**src/rtl/plot_sink_if.sv**
```systemverilog
// rtl/plot_sink_if.sv - plot request and framebuffer write bundle for plot_sink
interface plot_sink_if #(
    parameter int COLOUR_W = 6,
    parameter int ADDR_W   = 15
);
    logic [7:0]          x;
    logic [7:0]          y;
    logic [COLOUR_W-1:0] colour;
    logic                plot;
    logic                ready;
    logic [ADDR_W-1:0]   mem_addr;
    logic [COLOUR_W-1:0] mem_data;
    logic                mem_wren;
    logic                mem_grant;
    logic                busy;
    logic [7:0]          drop_count;

    // master: plot writer plus scanout grant source; slave: the sink itself
    modport master (
        output x, y, colour, plot, mem_grant,
        input  ready, mem_addr, mem_data, mem_wren, busy, drop_count
    );

    modport slave (
        input  x, y, colour, plot, mem_grant,
        output ready, mem_addr, mem_data, mem_wren, busy, drop_count
    );
endinterface

```
**src/rtl/plot_sink.sv**
```systemverilog
// rtl/plot_sink.sv - buffers pixel plot requests and turns them into linear framebuffer writes
module plot_sink #(
    parameter int H_RES      = 160,
    parameter int V_RES      = 120,
    parameter int COLOUR_W   = 6,
    parameter int ADDR_W     = 15,
    parameter int FIFO_DEPTH = 4
) (
    input  logic        clk,
    input  logic        resetn,
    plot_sink_if.slave  bus
);
    localparam int PTR_W   = $clog2(FIFO_DEPTH);
    localparam int ENTRY_W = 16 + COLOUR_W;
    localparam logic [PTR_W:0] FULL_CNT = (PTR_W + 1)'(FIFO_DEPTH);
    localparam logic [7:0]     X_LIM    = 8'(H_RES);
    localparam logic [7:0]     Y_LIM    = 8'(V_RES);

    typedef enum logic [1:0] {
        S_IDLE  = 2'd0,
        S_LOAD  = 2'd1,
        S_WRITE = 2'd2
    } state_t;

    state_t              state_q, state_d;
    logic [ENTRY_W-1:0]  fifo_q [FIFO_DEPTH];
    logic [PTR_W-1:0]    wr_ptr_q, wr_ptr_d;
    logic [PTR_W-1:0]    rd_ptr_q, rd_ptr_d;
    logic [PTR_W:0]      count_q, count_d;
    logic [7:0]          x_r_q, x_r_d;
    logic [7:0]          y_r_q, y_r_d;
    logic [COLOUR_W-1:0] c_r_q, c_r_d;
    logic [ADDR_W-1:0]   addr_q, addr_d;
    logic [COLOUR_W-1:0] data_q, data_d;
    logic [7:0]          drop_q, drop_d;

    logic                ready;
    logic                fifo_empty;
    logic                accept;
    logic                in_range;
    logic                push;
    logic                pop;
    logic [ENTRY_W-1:0]  head;
    logic [ADDR_W-1:0]   lin_addr;

    assign ready      = (count_q != FULL_CNT);
    assign fifo_empty = (count_q == '0);
    assign accept     = bus.plot && ready;
    assign in_range   = (bus.x < X_LIM) && (bus.y < Y_LIM);
    assign push       = accept && in_range;
    assign head       = fifo_q[rd_ptr_q];

    // Widen before multiplying so y*H_RES never wraps at 8 bits.
    assign lin_addr = ADDR_W'(y_r_q) * ADDR_W'(H_RES) + ADDR_W'(x_r_q);

    always_comb begin
        state_d = state_q;
        pop     = 1'b0;
        unique case (state_q)
            S_IDLE: begin
                if (!fifo_empty) begin
                    pop     = 1'b1;
                    state_d = S_LOAD;
                end
            end
            S_LOAD: begin
                state_d = S_WRITE;
            end
            S_WRITE: begin
                if (bus.mem_grant) begin
                    if (!fifo_empty) begin
                        pop     = 1'b1;
                        state_d = S_LOAD;
                    end else begin
                        state_d = S_IDLE;
                    end
                end
            end
            default: begin
                state_d = S_IDLE;
            end
        endcase
    end

    always_comb begin
        wr_ptr_d = wr_ptr_q;
        rd_ptr_d = rd_ptr_q;
        count_d  = count_q;
        x_r_d    = x_r_q;
        y_r_d    = y_r_q;
        c_r_d    = c_r_q;
        addr_d   = addr_q;
        data_d   = data_q;
        drop_d   = drop_q;

        if (push) begin
            wr_ptr_d = wr_ptr_q + PTR_W'(1);
        end
        if (pop) begin
            rd_ptr_d = rd_ptr_q + PTR_W'(1);
            x_r_d    = head[ENTRY_W-1 -: 8];
            y_r_d    = head[ENTRY_W-9 -: 8];
            c_r_d    = head[COLOUR_W-1:0];
        end

        unique case ({push, pop})
            2'b10:   count_d = count_q + (PTR_W + 1)'(1);
            2'b01:   count_d = count_q - (PTR_W + 1)'(1);
            default: count_d = count_q;
        endcase

        if (state_q == S_LOAD) begin
            addr_d = lin_addr;
            data_d = c_r_q;
        end

        // Out-of-range requests still complete the handshake; only the tally moves.
        if (accept && !in_range && (drop_q != 8'hFF)) begin
            drop_d = drop_q + 8'd1;
        end
    end

    always_ff @(posedge clk or negedge resetn) begin
        if (!resetn) begin
            state_q  <= S_IDLE;
            wr_ptr_q <= '0;
            rd_ptr_q <= '0;
            count_q  <= '0;
            x_r_q    <= '0;
            y_r_q    <= '0;
            c_r_q    <= '0;
            addr_q   <= '0;
            data_q   <= '0;
            drop_q   <= '0;
        end else begin
            state_q  <= state_d;
            wr_ptr_q <= wr_ptr_d;
            rd_ptr_q <= rd_ptr_d;
            count_q  <= count_d;
            x_r_q    <= x_r_d;
            y_r_q    <= y_r_d;
            c_r_q    <= c_r_d;
            addr_q   <= addr_d;
            data_q   <= data_d;
            drop_q   <= drop_d;
        end
    end

    // Storage needs no reset: the pointers and count define what is valid.
    always_ff @(posedge clk) begin
        if (push) begin
            fifo_q[wr_ptr_q] <= {bus.x, bus.y, bus.colour};
        end
    end

    assign bus.ready      = ready;
    assign bus.mem_addr   = addr_q;
    assign bus.mem_data   = data_q;
    assign bus.mem_wren   = (state_q == S_WRITE) && bus.mem_grant;
    assign bus.busy       = !fifo_empty || (state_q != S_IDLE);
    assign bus.drop_count = drop_q;
endmodule

```
**src/flat_wrapper.sv**
```systemverilog
// flat-port wrapper written by rule: the top's interface ports become plain ports
module plot_sink_flat 
#(
    parameter int H_RES      = 160,
    parameter int V_RES      = 120,
    parameter int COLOUR_W   = 6,
    parameter int ADDR_W     = 15,
    parameter int FIFO_DEPTH = 4
)
  (clk, resetn, bus_x, bus_y, bus_colour, bus_plot, bus_mem_grant, bus_ready, bus_mem_addr, bus_mem_data, bus_mem_wren, bus_busy, bus_drop_count);
  plot_sink_if #(.COLOUR_W(COLOUR_W), .ADDR_W(ADDR_W)) bus_i ();
  input  logic clk;
  input  logic resetn;
  input wire logic [$bits(bus_i.x)-1:0] bus_x;
  input wire logic [$bits(bus_i.y)-1:0] bus_y;
  input wire logic [$bits(bus_i.colour)-1:0] bus_colour;
  input wire logic [$bits(bus_i.plot)-1:0] bus_plot;
  input wire logic [$bits(bus_i.mem_grant)-1:0] bus_mem_grant;
  output wire logic [$bits(bus_i.ready)-1:0] bus_ready;
  output wire logic [$bits(bus_i.mem_addr)-1:0] bus_mem_addr;
  output wire logic [$bits(bus_i.mem_data)-1:0] bus_mem_data;
  output wire logic [$bits(bus_i.mem_wren)-1:0] bus_mem_wren;
  output wire logic [$bits(bus_i.busy)-1:0] bus_busy;
  output wire logic [$bits(bus_i.drop_count)-1:0] bus_drop_count;
  assign bus_i.x = bus_x;
  assign bus_i.y = bus_y;
  assign bus_i.colour = bus_colour;
  assign bus_i.plot = bus_plot;
  assign bus_i.mem_grant = bus_mem_grant;
  assign bus_ready = bus_i.ready;
  assign bus_mem_addr = bus_i.mem_addr;
  assign bus_mem_data = bus_i.mem_data;
  assign bus_mem_wren = bus_i.mem_wren;
  assign bus_busy = bus_i.busy;
  assign bus_drop_count = bus_i.drop_count;
  plot_sink #(.H_RES(H_RES), .V_RES(V_RES), .COLOUR_W(COLOUR_W), .ADDR_W(ADDR_W), .FIFO_DEPTH(FIFO_DEPTH)) u_core (.clk(clk), .resetn(resetn), .bus(bus_i));
endmodule
```
**config.mk**
```make
export PLATFORM = sky130hd
export DESIGN_NAME = plot_sink_flat
export DESIGN_NICKNAME = d
export VERILOG_FILES = /design/src/rtl/plot_sink_if.sv /design/src/rtl/plot_sink.sv /design/src/flat_wrapper.sv
export SDC_FILE = /design/constraint.sdc
export NUM_CORES = 1
export LEC_CHECK = 0
export ABC_AREA = 1
export BUFFER_PORTS_ARGS = -buffer_cell sky130_fd_sc_hd__buf_2
export CORE_MARGIN = 10
export CORE_UTILIZATION = 59
export DETAILED_ROUTE_END_ITERATION = 8
export PLACE_DENSITY = 0.9
export SLEW_MARGIN = 5
export SYNTH_ARGS = -nofsm -noshare
export SYNTH_HDL_FRONTEND = slang
export SYNTH_SLANG_ARGS = --single-unit
```
**constraint.sdc**
```tcl
create_clock -name clk -period 2.42 [get_ports clk]
set_input_delay 0.242 -clock clk [delete_from_list [all_inputs] [get_ports clk]]
set_output_delay 0.242 -clock clk [all_outputs]
set_load 0.01 [all_outputs]
```
# After elaboration in Yosys (flattened, before gate mapping)
# Memory sizes are Yosys's and may differ from the RTL's. A register that Yosys moved wholly into a read port is not among the register bits.
# Index checks and enable logic that the tools add are counted.
# totals
ramBits,88
ff_bits,38
input_bits,26
output_inout_bits,32
wordCells,50
mem_count,1
# classes
magnitude_cmp,2
n_eq_ne,8
mul,1
n_mux,10
reduce_logical,15
add_sub_neg,6
# memory_table
name,words,word_bits,rd,rd_ports_with_merged_regs,wr,line,source
u_core.fifo_q,4,22,1,1,1,plot_sink.sv:26,logic [ENTRY_W-1:0] fifo_q [FIFO_DEPTH];
# op_table
cell,count
15-bit by 8-bit adder with 15-bit output,1
8-bit by 3-bit multiplier with 10-bit output (second input constant),1
8-bit by 1-bit adder with 8-bit output (second input constant),1
8-bit by 7-bit less-than comparator with 1-bit output (second input constant),1
8-bit less-than comparator (second input constant),1
8-bit inequality test (second input constant),1
1-bit logical AND,6
2-bit case mux with 3 select lines,1
3-bit case mux with 2 select lines,1
1-bit 2-to-1 mux,5
2-bit by 1-bit adder with 2-bit output (second input constant),2
2-bit by 1-bit == test with 1-bit output (second input constant),2
2-bit == test (second input constant),2
2-bit 2-to-1 mux,2
2-bit inequality test (second input constant),2
2-bit nonzero test,2
3-bit by 1-bit adder with 3-bit output (second input constant),1
1-bit zero test,3
3-bit zero test,1
3-bit inequality test (second input constant),1
3-bit by 1-bit subtractor with 3-bit output (second input constant),1
2-bit zero test,1
1-bit case mux with 2 select lines,1
2-bit AND reduction,1
1-bit logical OR,1

# Depth between registers and ports, before layout
# logic_depth
word_depth,6
ltp_mapped,13
depth_no_buf,13

# Least setup slack after synthesis
# Ideal clock, no wire load.
# synth_path
kind,reg-to-reg
from,register u_core.count_q[0]
to,"memory u_core.fifo_q[0][0] (netlist name), enable pin"
setup_time_ns,0.401
required_ns,2.019
stages_incl_launch_ff,5
synth_period_minus_slack_ns,2.287
arrival_time_ns,1.886
n_path_buf,0
path_slack_ns,0.133
cell_sequence,dfrtp_1 -> inv_2 -> nand3_1 -> nand4_1 -> nor2_1
# synth_between
elab_chain_cells,5
# synth_lines
element,line,source
start: declaration,plot_sink.sv:29,"logic [PTR_W:0] count_q, count_d;"
start signal: assignment,plot_sink.sv:139,count_q <= count_d;
3-bit inequality test,plot_sink.sv:46,assign ready = (count_q != FULL_CNT);
net bus_ready,flat_wrapper.sv:19,output wire logic [$bits(bus_i.ready)-1:0] bus_ready;
1-bit logical AND,plot_sink.sv:48,assign accept = bus.plot && ready;
1-bit logical AND,plot_sink.sv:50,assign push = accept && in_range;
1-bit 2-to-1 mux,plot_sink.sv:151,if (push) begin
1-bit 2-to-1 mux (not written as such),plot_sink.sv:152,"fifo_q[wr_ptr_q] <= {bus.x, bus.y, bus.colour};"
end: declaration,plot_sink.sv:26,
# The timed path passes the listed nets, and every way through them passes these cells.

# Worst setup path in the final report
# layout_path
from,"register u_core.y_r_q[1], read port of u_core.fifo_q"
to,"register u_core.addr_q[14], in the netlist u_core.bus.mem_addr[14]"
# layout_between
elab_chain_cells,2
# layout_lines
element,line,source
start: declaration,plot_sink.sv:31,"logic [7:0] y_r_q, y_r_d;"
8-bit by 3-bit multiplier with 10-bit output,plot_sink.sv:54,assign lin_addr = ADDR_W'(y_r_q) * ADDR_W'(H_RES) + ADDR_W'(x_r_q);
15-bit by 8-bit adder with 15-bit output,plot_sink.sv:54,
end signal: assignment,plot_sink.sv:143,addr_q <= addr_d;
end: declaration,plot_sink.sv:33,"logic [ADDR_W-1:0] addr_q, addr_d;"
# Every way passes these cells.
# A chain may end at the register's enable or synchronous reset.

==> flow_metrics.py <==
metrics = {
    "status": {
        "status": "complete, no violations",
    },
    "clock_network": {
        "cts.htree.levels": 4,
        "clk_latency_ns": 0.55,
        "cts.sinks": 148,
        "clkTransAtPathRegs_ns": 0.06,
        "numCtsBuffers": 17,
        "clockBufferDepth": 2,
        "clockRootBuffer": "clkbuf_8",
        "cts_tree": "yes",
    },
    "job": {
        "cap_violations": 0,
    },
    "finish": {
        "regArea_sq_um": 4144,
        "drive_above_1_share_pct": 18.29,
        "syn2layout_area_growth_pct": 22.36,
        "fin_nets": 715,
        "insertedDiodeCount": 0,
        "fillCellCount": 601,
        "multiInputGateArea_sq_um": 1929,
    },
    "critical_path": {
        "cp-end-kind": "register",
        "ff2ff_path_depth": 13,
        "reg2reg_to": "u_core.bus.mem_addr[14]",
        "cp.arrival_ns": 2.75,
        "endpoint": "u_core.bus.mem_addr[14]",
        "timing_worst_setup_path_type": "register to register",
        "cp.required_ns": 2.91,
        "cp_slowest_stage_delay_ns": 0.57,
        "critPathLaunchType": "register",
        "cp-startpoint": "u_core.y_r_q[1]",
        "crit_fanout": 3,
        "r2r_start": "u_core.y_r_q[1]",
        "r2r_slack_ns": 0.16,
        "path_common_cell": "nand2_1",
        "path_cells": "ha_4, ha_4, fa_2, nand2_1, inv_1, nand4_1, nand2_2, inv_2, nor2_4, nand3_1, nand2_1, nand3_1, nand2_1",
        "cp_slowest_cell": "fa_2",
    },
    "die": {
        "pin_count": 58,
        "start_util_pct": 60.98,
        "rows": 37,
        "die_area_sq_um": 15260,
        "die_width_microns": 123.5,
        "die_h_microns": 123.5,
        "design.core.area_sq_um": 10370,
    },
    "timing": {
        "finalSetupTns_ns": 0,
        "relSlewSlack_pct": 54.90,
        "clock_skew_ns": 0.01332,
        "slew_viol_final": 0,
        "hold_violations": 0,
        "fmax_mhz": 442.0,
        "hold_slack_ns": 0.06729,
        "fin_crit_sh_pct": 93.48,
        "min_period_ns": 2.262,
        "setup_viol": 0,
        "worst_slew_pin_slew_ns": 0.6756,
    },
    "placement": {
        "hpwl_mm": 8.630,
        "port_buffers": 57,
        "finalWeightedCongestion": 0.8220,
    },
    "yosys": {
        "ys_types": 26,
        "avgSynthCellArea_sq_um": 11.07,
        "synth_warnings": 0,
        "synth_fp_nets": 621,
        "synth_cells": 571,
        "ys_top_cells_by_area": "edfxtp_1, dfrtp_1, nor2_1, nand2_1, o21ai_0",
        "yosysTopAreaCell": "edfxtp_1",
        "yosysSeqAreaShare_pct": 65.53,
        "synth_area_sq_um": 6324,
        "synth_seq_cells": 148,
        "synth_top_area_share_pct": 41.79,
    },
    "global_route": {
        "grt_max_degree": 46,
        "grt_pass1_vias": 4606,
        "overflow": 0,
        "grt_first_pass_wirelength_mm": 23.65,
        "grt_usage_pct": 20.31,
        "antenna_found_initial": 0,
    },
    "detailed_routing": {
        "wirelength_mm": 15.24,
        "wl_per_cell_microns": 18.72,
        "drc": 0,
        "ant_nets": 0,
        "viasPerCell": 5.824,
        "drt_iter0_markers": 463,
        "dr.pass1.iters": 5,
        "num_vias": 4741,
    },
    "min_path": {
        "hold_class": "primary input to async pin",
    },
    "power_and_ir_drop": {
        "ir_drop_mv": 0.8638,
        "power.leakage_uw": 0.003267,
        "p_per_area_nw_per_um2": 1485,
    },
}
## state kept, by name, summed over array words and instances, names as in the netlist
name / flops
u_core.fifo_q: 88
u_core.bus.mem_data: 6
u_core.bus.mem_addr: 15
u_core.wr_ptr_q: 2
u_core.rd_ptr_q: 2
u_core.y_r_q: 8
u_core.bus.drop_count: 8
u_core.x_r_q: 8
u_core.state_q: 2
u_core.count_q: 3
u_core.c_r_q: 6
## per-stage QoR
stage	cells	setup slack, ns	area, sq um	total power [uW]	util [%]
2_1_floorplan	571	0.1327	6324	7080	-
4_1_cts	810	0.04335	7672	11050	73.99
3_3_place_gp	754	0.1354	6822	7969	65.78
6_report	814	0.1577	7737	11490	74.61
3_5_place_dp	754	0.06603	6822	8232	65.78
5_1_grt	814	-0.001380	7737	12260	74.61
## timing repair
action                                  CTS  global route
buffers inserted                          0             4
hold buffers                             24             0
resized for setup                         0             6
endpoints found under the hold margin   149             0
endpoints found under the setup margin    0             3
## kinds of logic after synthesis
family	after synthesis	share of synthesized area (%)
simple gates	195	12.64
xor+xnor	17	2.592
fa+ha+maj	24	5.105
buf+inv	72	4.511
flops	148	65.53
compound gates	115	9.616
## Yosys cell counts
cell type  count
dfrtp_1       60
ha_1          21
nor2_4         1
xnor2_1        6
a21oi_2        1
inv_1         42
buf_2         12
xnor2_2        1
or2_1          1
nor2_1        83
o21ai_0       53
nand3_1       17
xor2_2         1
fa_1           3
nand4_1       10
nand2_1       77
nor3_1         3
o21ai_1       31
edfxtp_1      88
inv_2          8
clkbuf_1      10
a31oi_1        9
o22ai_1       14
nor2_2         3
xor2_1         9
a21oi_1        7
## worst max-delay path, delay by kind of cell, from the launching register on
| kind | cells | cell delay [ns] |
|---|---|---|
| adder cells (fa/ha/maj) | 3 | 1.00 |
| flip-flops | 1 | 0.42 |
| AND/OR/NAND/NOR | 8 | 0.67 |
| buffers and inverters | 2 | 0.12 |
## per-layer routing
| layer | up-vias | global-route usage, % | routed length (microns) |
|---|---|---|---|
| li1 | 2151 | - | - |
| met1 | 2283 | 24.53 | 6019 |
| met2 | 256 | 32.66 | 7524 |
| met3 | 51 | 6.108 | 1206 |
| met4 | 0 | 10.04 | 491 |
| met5 | - | 0 | 0 |
## where the power goes
| part | total, uW | switching [uW] | internal [uW] | leakage (uW) |
|---|---|---|---|---|
| clock | 2670 | 1060 | 1620 | 0.000305 |
| combinational | 5150 | 3250 | 1900 | 0.00144 |
| sequential | 3660 | 385 | 3280 | 0.00153 |
| total | 11500 | 4690 | 6800 | 0.00327 |
## layout make-up
cell class | count | share of cell area (%)
Inverter | 50 | 2.426
Sequential cell | 148 | 53.56
Clock buffer | 20 | 6.096
Clock inverter | 12 | 1.795
Tap cell | 136 | 2.199
Timing Repair Buffer | 97 | 8.991
Multi-Input combinational cell | 351 | 24.94
## cell usage in the layout (no fill, tap or decap), types with 2 or more instances in the layout
cell type and count:
nand3_1 17, inv_4 2, nor2_4 2, ha_4 2
ha_1 19, a21oi_1 7, bufinv_16 2, buf_12 4
edfxtp_1 88, clkinv_4 4, buf_2 57, o21ai_0 53
xnor2_1 6, xor2_1 9, dlygate4sd3_1 24, clkbuf_16 18
o21ai_1 31, inv_6 3, nor2_2 2, inv_1 42
nand4_1 10, a31oi_1 9, dfrtp_1 60, o22ai_1 14
nor3_1 3, nor2_1 83, buf_4 12, fa_1 2
inv_2 8, nand2_1 76
## worst min-delay path by stage
stage	from	end	slack (ns)	cells past startpoint
floorplan	resetn	u_core.bus.drop_count[0]	-0.05	0
global placement	resetn	u_core.bus.drop_count[6]	0.08	1
detailed placement	resetn	u_core.bus.drop_count[6]	0.08	1
CTS	resetn	u_core.bus.drop_count[6]	0.06	2
global route	resetn	u_core.bus.drop_count[6]	0.07	2
finish	resetn	u_core.bus.drop_count[6]	0.07	2
(Power assumes the default switching activity.)
